## src/rtl/pipe_ctrl_pkg.sv

```systemverilog
// Shared definitions for the pipeline hazard controller.
//   - mc_state_e : IDLE/BUSY state of the multi-cycle execute timer
//   - STALL_*    : 2-bit stall cause codes driven on the 'stall' output
//   - REG_W      : register-index width (16 architectural registers)
//   - CNT_W      : width of the multi-cycle down-counter and latency values
package pipe_ctrl_pkg;

    typedef enum logic {
        ST_IDLE = 1'b0,
        ST_BUSY = 1'b1
    } mc_state_e;

    localparam logic [1:0] STALL_NONE  = 2'b00;
    localparam logic [1:0] STALL_LDUSE = 2'b01;
    localparam logic [1:0] STALL_MULTI = 2'b10;
    localparam logic [1:0] STALL_FLUSH = 2'b11;

    localparam int REG_W = 4;
    localparam int CNT_W = 4;

endpackage

```

## src/rtl/multicycle_timer.sv

```systemverilog
// Occupancy timer for multi-cycle execute operations (MUL/DIV/MOD).
// Ports:
//   clk, reset : clock and synchronous active-high reset
//   start      : launch an operation (only honoured in IDLE)
//   lat        : total execute cycles of the launched operation (>= 2)
//   busy       : timer is in BUSY
//   last       : BUSY with cnt == 0, i.e. the final execute cycle
module multicycle_timer
    import pipe_ctrl_pkg::*;
(
    input  logic             clk,
    input  logic             reset,
    input  logic             start,
    input  logic [CNT_W-1:0] lat,
    output logic             busy,
    output logic             last
);

    mc_state_e        state_q, state_d;
    logic [CNT_W-1:0] cnt_q, cnt_d;

    always_ff @(posedge clk) begin
        if (reset) begin
            state_q <= ST_IDLE;
            cnt_q   <= '0;
        end else begin
            state_q <= state_d;
            cnt_q   <= cnt_d;
        end
    end

    // The trigger cycle is the first execute cycle and the cnt==0 BUSY cycle
    // is the last, so BUSY is entered with LAT-2 remaining.
    always_comb begin
        state_d = state_q;
        cnt_d   = cnt_q;
        case (state_q)
            ST_IDLE: begin
                if (start) begin
                    state_d = ST_BUSY;
                    cnt_d   = lat - CNT_W'(2);
                end
            end
            ST_BUSY: begin
                if (cnt_q == '0) begin
                    state_d = ST_IDLE;
                end else begin
                    cnt_d = cnt_q - CNT_W'(1);
                end
            end
            default: state_d = ST_IDLE;
        endcase
    end

    assign busy = (state_q == ST_BUSY);
    assign last = busy && (cnt_q == '0);

endmodule

```

## src/rtl/pipeline_hazard_ctrl.sv

```systemverilog
// Hazard and sequencing controller for the 4-stage pipeline.
// Watches operand-fetch (D) and execute (E) and drives hold/bubble/flush
// controls for the PC and the IF/OF, OF/EX and EX/MEM latches.
// Inputs : validD, rs1D, rs2D, useRs1D, useRs2D, validE, rdE, isWbE, isLdE,
//          isMulE, isDivE, isModE, branchTakenE
// Outputs: stallPC, stallFD, stallDE, flushFD, bubbleDE, bubbleEM,
//          stall (cause code), busyE
// Optional: define HAZ_STATS_EN to add the saturating 16-bit counters
//          stallCycles (cycles with stallPC) and flushCount (cycles with flushFD).
// Parameters: MUL_LAT / DIV_LAT, total execute cycles (1..15).
module pipeline_hazard_ctrl
    import pipe_ctrl_pkg::*;
#(
    parameter int MUL_LAT = 3,
    parameter int DIV_LAT = 8
) (
    input  logic             clk,
    input  logic             reset,
    input  logic             validD,
    input  logic [REG_W-1:0] rs1D,
    input  logic [REG_W-1:0] rs2D,
    input  logic             useRs1D,
    input  logic             useRs2D,
    input  logic             validE,
    input  logic [REG_W-1:0] rdE,
    input  logic             isWbE,
    input  logic             isLdE,
    input  logic             isMulE,
    input  logic             isDivE,
    input  logic             isModE,
    input  logic             branchTakenE,
    output logic             stallPC,
    output logic             stallFD,
    output logic             stallDE,
    output logic             flushFD,
    output logic             bubbleDE,
    output logic             bubbleEM,
    output logic [1:0]       stall,
    output logic             busyE
`ifdef HAZ_STATS_EN
    ,
    output logic [15:0]      stallCycles,
    output logic [15:0]      flushCount
`endif
);

    localparam logic [CNT_W-1:0] MUL_LAT_C = CNT_W'(MUL_LAT);
    localparam logic [CNT_W-1:0] DIV_LAT_C = CNT_W'(DIV_LAT);

    logic             is_multi;
    logic [CNT_W-1:0] lat_sel;
    logic             trigger;
    logic             busy;
    logic             last;
    logic             multi_hold;
    logic             load_use;

    // MUL takes precedence if the decoder ever flags more than one kind.
    assign is_multi = validE && (isMulE || isDivE || isModE);
    assign lat_sel  = isMulE ? MUL_LAT_C : DIV_LAT_C;
    assign trigger  = is_multi && !busy && (lat_sel > CNT_W'(1));

    multicycle_timer u_timer (
        .clk   (clk),
        .reset (reset),
        .start (trigger),
        .lat   (lat_sel),
        .busy  (busy),
        .last  (last)
    );

    // Front end is held from the trigger cycle through the cycle before last.
    assign multi_hold = trigger || (busy && !last);

    // Load-use compare, one comparator per source operand; r0 is a real register.
    logic [REG_W-1:0] src_reg [2];
    logic [1:0]       src_use;
    logic [1:0]       src_hit;

    assign src_reg[0] = rs1D;
    assign src_reg[1] = rs2D;
    assign src_use    = {useRs2D, useRs1D};

    generate
        for (genvar gi = 0; gi < 2; gi++) begin : g_src_cmp
            assign src_hit[gi] = src_use[gi] && (src_reg[gi] == rdE);
        end
    endgenerate

    assign load_use = validE && isLdE && isWbE && validD && (|src_hit);

    // Output priority: multi-cycle, then (suppressed while BUSY) branch, load-use.
    always_comb begin
        stallPC  = 1'b0;
        stallFD  = 1'b0;
        stallDE  = 1'b0;
        flushFD  = 1'b0;
        bubbleDE = 1'b0;
        bubbleEM = 1'b0;
        stall    = STALL_NONE;
        if (multi_hold) begin
            stallPC  = 1'b1;
            stallFD  = 1'b1;
            stallDE  = 1'b1;
            bubbleEM = 1'b1;
            stall    = STALL_MULTI;
        end else if (busy) begin
            // final execute cycle: result leaves, nothing is held
        end else if (validE && branchTakenE) begin
            flushFD  = 1'b1;
            bubbleDE = 1'b1;
            stall    = STALL_FLUSH;
        end else if (load_use) begin
            stallPC  = 1'b1;
            stallFD  = 1'b1;
            bubbleDE = 1'b1;
            stall    = STALL_LDUSE;
        end
    end

    assign busyE = busy;

`ifdef HAZ_STATS_EN
    logic [15:0] stall_cycles_q, stall_cycles_d;
    logic [15:0] flush_count_q, flush_count_d;

    always_ff @(posedge clk) begin
        if (reset) begin
            stall_cycles_q <= '0;
            flush_count_q  <= '0;
        end else begin
            stall_cycles_q <= stall_cycles_d;
            flush_count_q  <= flush_count_d;
        end
    end

    always_comb begin
        stall_cycles_d = stall_cycles_q;
        flush_count_d  = flush_count_q;
        if (stallPC && (stall_cycles_q != 16'hFFFF)) begin
            stall_cycles_d = stall_cycles_q + 16'd1;
        end
        if (flushFD && (flush_count_q != 16'hFFFF)) begin
            flush_count_d = flush_count_q + 16'd1;
        end
    end

    assign stallCycles = stall_cycles_q;
    assign flushCount  = flush_count_q;
`endif

endmodule

```

## config.mk

```make
export PLATFORM = sky130hd
export DESIGN_NAME = pipeline_hazard_ctrl
export DESIGN_NICKNAME = d
export VERILOG_FILES = /design/src/rtl/pipe_ctrl_pkg.sv /design/src/rtl/multicycle_timer.sv /design/src/rtl/pipeline_hazard_ctrl.sv
export SDC_FILE = /design/constraint.sdc
export NUM_CORES = 1
export LEC_CHECK = 0
export ABC_AREA = 1
export ABC_CLOCK_PERIOD_IN_PS = 2150
export CAP_MARGIN = 20
export CELL_PAD_IN_SITES_DETAIL_PLACEMENT = 2
export CELL_PAD_IN_SITES_GLOBAL_PLACEMENT = 2
export CORE_MARGIN = 2
export CORE_UTILIZATION = 19
export DETAILED_ROUTE_END_ITERATION = 16
export HOLD_SLACK_MARGIN = 0.05
export PLACE_DENSITY = 0.88
export SYNTH_ARGS = -nofsm -noshare
export SYNTH_HDL_FRONTEND = slang
export SYNTH_HIERARCHICAL = 1
export SYNTH_SLANG_ARGS = --single-unit
```

## constraint.sdc

```tcl
create_clock -name clk -period 2.15 [get_ports clk]
set_input_delay 0.43 -clock clk [delete_from_list [all_inputs] [get_ports clk]]
set_output_delay 0.43 -clock clk [all_outputs]
set_load 0.005 [all_outputs]
```

Word level (Yosys, flattened, before mapping) --
Cells that the tools add are included.
Operators by class: $add $sub $neg 2, $mul 0, divide/modulo/power cells 0, magnitude comparators 1, equality and inequality tests 4, shift-type cells 0, mux-type cells 22, bitwise logic cells 1, reduce and logical (&&, ||, !) cells 20
Operator list (number):
- $mux 1 | 14
- $logic_and 1x1->1 | 12
- $mux 4 | 3
- $eq 4x4->1 | 2
- $pmux 4 s2 | 1
- $mux 2 | 3
- $gt 4x1->1 const B | 1
- $logic_not 4->1 | 1
- $ne 2x2->1 const B | 2
- $sub 4x1->4 const B | 1
- $sub 4x2->4 const B | 1
- $logic_or 1x1->1 | 3
- $logic_not 1->1 | 2
- $pmux 1 s2 | 1
- $reduce_and 2->1 | 1
- $reduce_or 2->1 | 1
- $not 1->1 | 1
Storage, ports and cells: flip-flop bits (word level) 5, latch bits 0, memory bits (writable) 0, ROM bits 0, output and inout bits 9, word-level logic and storage cells 52, memories 0

Depth between registers and ports, before layout --
Gate-level depths: netlist of run 1.
depth after elaboration 8, mapped depth 10, mapped depth without buffers 10

Cells and area by module --
Netlist of run 1, hierarchy kept.
By module, submodules not included:
- multicycle_timer | instances 1, cells each 59, area each 362.8 um^2, sequential area each 100.1 um^2
- pipeline_hazard_ctrl | instances 1, cells each 57, area each 284.0 um^2, sequential area each 0.0 um^2

Least setup slack after synthesis of run 1 --
OpenSTA, ideal clock, no wires.
path kind input port to output port, start input port rs1D[1], end output port stall[0], data arrival time 1141 ps, data required time 1720 ps, setup slack 579 ps, cell stages on the path 9, buffers on the path 1, path through inv_1 > nand2_1 > nand2_2 > nor2_2 > nand3_1 > nand2_1 > nand2_2 > a21oi_1 > buf_4
On the way: cells in the longest elaborated chain, start to end 8
Ends and longest elaborated chain:
- start, declared | RTL line pipeline_hazard_ctrl.sv:20 | input logic [REG_W-1:0] rs1D,
- $eq 4x4->1 | RTL line pipeline_hazard_ctrl.sv:86 | assign src_hit[gi] = src_use[gi] && (src_reg[gi] == rdE);
- $logic_and 1x1->1 | RTL line pipeline_hazard_ctrl.sv:86
- $reduce_or 2->1 | RTL line pipeline_hazard_ctrl.sv:90 | assign load_use = validE && isLdE && isWbE && validD && (|src_hit);
- $logic_and 1x1->1 | RTL line pipeline_hazard_ctrl.sv:90
- $mux 1 | RTL line pipeline_hazard_ctrl.sv:113 | end else if (load_use) begin
- $mux 2 | RTL line pipeline_hazard_ctrl.sv:109 | end else if (validE && branchTakenE) begin
- $mux 2 | RTL line pipeline_hazard_ctrl.sv:107 | end else if (busy) begin
- $mux 2 | RTL line pipeline_hazard_ctrl.sv:101 | if (multi_hold) begin
- end, declared | RTL line pipeline_hazard_ctrl.sv:38 | output logic [1:0] stall,
No other way between the ends.

Final worst setup path of run 1 --
start input port isModE, end output port stallDE
On the way: cells in the longest elaborated chain, start to end 6
Ends and longest elaborated chain:
- start, declared | RTL line pipeline_hazard_ctrl.sv:30 | input logic isModE,
- $logic_or 1x1->1 | RTL line pipeline_hazard_ctrl.sv:59 | assign is_multi = validE && (isMulE || isDivE || isModE);
- $logic_and 1x1->1 | RTL line pipeline_hazard_ctrl.sv:59
- $logic_and 1x1->1 (2 in a row) | RTL line pipeline_hazard_ctrl.sv:61 | assign trigger = is_multi && !busy && (lat_sel > CNT_W'(1));
- $logic_or 1x1->1 | RTL line pipeline_hazard_ctrl.sv:73 | assign multi_hold = trigger || (busy && !last);
- $mux 1 | RTL line pipeline_hazard_ctrl.sv:101
- end, declared | RTL line pipeline_hazard_ctrl.sv:34 | output logic stallDE,
No other way between the ends.

==> metrics.md, run 1 <==
| Metric | Value |
|---|---|
| Status | `complete, no violations` |
| Worst slack at placement | `-493 ps` |
| Mapped Cells | `116` |
| Largest net degree at the start of global routing | `9` |
| Worst hold-check path type | `flop to flop` |
| Skew final | `4.28 ps` |
| Netlist cell types | `20` |
| CTS Sinks | `5` |
| Crit-path leading delay family | `buffers and inverters` |
| Count of final setup violators | `0` |
| Syn Area/Cell | `5.58 um2` |
| Synth top area cells | `nand2_1, dfxtp_1, inv_1` |
| DRC | `0` |
| H-tree depth | `1` |
| Post-Syn Area | `between 600 and 700 um2` |
| Non-filler cells, final | `205` |
| Layout area overhead | `67.7%` |
| Routed WL | `2.54 mm` |
| Initial Utilization | `19.5%` |
| CP max stage delay | `290 ps` |
| Routability Congestion | `0.734` |
| Cell taking the most area after synthesis | `nand2_1` |
| Total power | `roughly 530 uW` |
| Kind of critical path | `input pin to output pin` |
| Pleak | `0.000601 uW` |
| Total CTS buffers | `3` |
| Longest Clk Path Bufs | `2` |
| Unrepaired setup endpoints after global routing | `false` |
| Antenna Nets Post-Route | `0` |
| I/O pin cnt | `33` |
| Dpl hpwl | `2.14 mm` |
| PortBufs | `32` |
| Final-report hold violation count | `0` |
| Most frequent cells in the layout | `nand2_1, inv_1, nor2_1, dlygate4sd2_1` |
| Slowest CP cell | `o31ai_4` |
| Layout cells sized above 1 | `26.4%` |
| CTS tree | `built` |
| Via-to-Cell Ratio | `4.21` |
| Startpoint Class | `input pin` |
| Via Count | `863` |
| Worst Path Max Fanout | `3` |
| GRT Total Usage | `between 10 and 15%` |
| Most common cell after layout, fill and taps aside | `nand2_1` |
| Root buf cell | `clkbuf_4` |
| FF+latch count, synth | `5` |
| VDD IR max | `between 200 and 300 uV` |
| Inst Count DP | `198` |
| FP Rows | `21` |
| Initial antenna violation count | `0` |
| Final WS setup | `128 ps` |
| Final period utilization | `94.0%` |
| Seq/Total Area, Yosys | `15.5%` |
| GRT overflow | `0` |
| Nets | `187` |
| Fin crit period | `2020 ps` |
| Antenna fix cells | `0` |
| Fmax achieved | `around 500 MHz` |
| First drt pass iteration count | `2` |
| Die W | `62.4 um` |
| First-pass GRT wire length | `4.56 mm` |
| Clk_lat worst skew | `250 ps` |
| Syn_nets | `roughly 140` |
| Syn. warnings | `6` |
| CP required | `about 1700 ps` |
| Core area | `3310 um2` |
| Cell Chain, Critical Path | `dlygate4sd2_1 -> o31ai_4 -> nand2_2 -> nand2_2 -> inv_2 -> buf_4 -> dlygate4sd2_1` |
| Final count of pins violating max slew | `0` |
| Post-synth top area share | `roughly 19%` |
| Wire per inst | `12.4 um` |
| Drt initial violations | `9` |
| Die ar. | `3890 um2` |
| CP Data Arrival Time | `1590 ps` |
| Vias in the first global route | `978` |
| Die Y | `62.4 um` |
| Clock-pin transition on the worst setup and hold timing paths | `50 ps` |
| Total of max-cap violations | `0` |
| CP bufs+invs | `4` |
| Power per standard cell area | `486 nW/um2` |
| Critical path capture point type | `output pin` |
## state kept, by name (all words and copies together), names as in the netlist
name           flops
u_timer/cnt_q      4
u_timer/busy       1
## worst paths after layout
check,from,end,slack [ps],cells after the start
max,isModE,stallDE,130,7
min,u_timer/cnt_q[0]$_SDFFE_PP0P_,u_timer/cnt_q[0]$_SDFFE_PP0P_,490,2
max reg2reg,u_timer/busy$_SDFF_PP0_,u_timer/cnt_q[0]$_SDFFE_PP0P_,890,6
min reg2reg,u_timer/cnt_q[0]$_SDFFE_PP0P_,u_timer/cnt_q[0]$_SDFFE_PP0P_,490,2
## tightest hold or removal path, delay by kind of cell, from the launching register on
kind          cells  cell delay, ps
flops             1             330
simple gates      2             120
## cell families (layout without fill, tap and decap cells)
logic type | count (synthesis) | count (layout) | synth area share (%)
buf+inv | 28 | 71 | 18.0
xor+xnor | 2 | 2 | 2.71
compound gates | 11 | 11 | 12.8
simple gates | 66 | 66 | 44.7
fa+ha+maj | 3 | 3 | 5.80
other cells | 1 | 1 | 0.580
flops | 5 | 5 | 15.5
## area by class of cell
| type | count | area (um2) |
|---|---|---|
| clock buffer | 4 | 26.3 |
| fill | 428 | 2230 |
| inverter | 25 | 93.8 |
| multi-input combinational | 83 | 439 |
| sequential | 5 | 103 |
| tap | 46 | 57.6 |
| timing repair buffer | 42 | 365 |
## metrics by stage
stage                     area (um2)  hold WS [ps]  TNS, ps  utilization (%)
after floorplan                  647           469        0                -
after global placement          1050           497    -2660             31.9
after detailed placement        1050           505    -3130             31.9
after CTS                       1070           496        0             32.4
after global routing            1080           537        0             32.8
final                           1080           487        0             32.8
## cell usage after synthesis
cell	count
a21oi_1	1
a21oi_2	2
buf_4	3
conb_1	1
dfxtp_1	5
ha_1	3
inv_1	21
inv_2	4
nand2_1	32
nand2_2	7
nand2_4	1
nand3_1	4
nor2_1	19
nor2_2	1
nor3_2	1
o21ai_0	6
o21ai_2	1
o31ai_4	1
or2_1	1
xnor2_1	2
## where the power goes
| group | switching, uW | internal (uW) |
|---|---|---|
| clock | 41.8 | 70.4 |
| sequential | 16.3 | 111 |
| combinational | 150 | 138 |
| total | 209 | 319 |
## timing repair
action / CTS / global route
gates resized for setup: 35 / 6
setup buffers: 3 / 0
hold buffers: 0 / 0
endpoints found under the setup margin: 8 / 5
pin swaps: 7 / 6
## metal layers
layer / share of wire, % / up-vias / global-route usage (%)
li1: - / 423 / -
met1: 40 / 408 / 14.8
met2: 54 / 30 / 29.6
met3: 5.1 / 2 / 2.36
met4: 0.91 / 0 / 4.17
met5: 0 / - / 0
(Power assumes the default switching activity.)
==> run 2: changes to the inputs <==
--- a/config.mk
+++ b/config.mk
@@ -13,7 +13,6 @@
 export CORE_MARGIN = 2
 export CORE_UTILIZATION = 19
 export DETAILED_ROUTE_END_ITERATION = 16
-export HOLD_SLACK_MARGIN = 0.05
 export PLACE_DENSITY = 0.88
 export SYNTH_ARGS = -nofsm -noshare
 export SYNTH_HDL_FRONTEND = slang
==> results of run 2 <==
No change in the layout: final DEF, timing and power equal those of run 1.
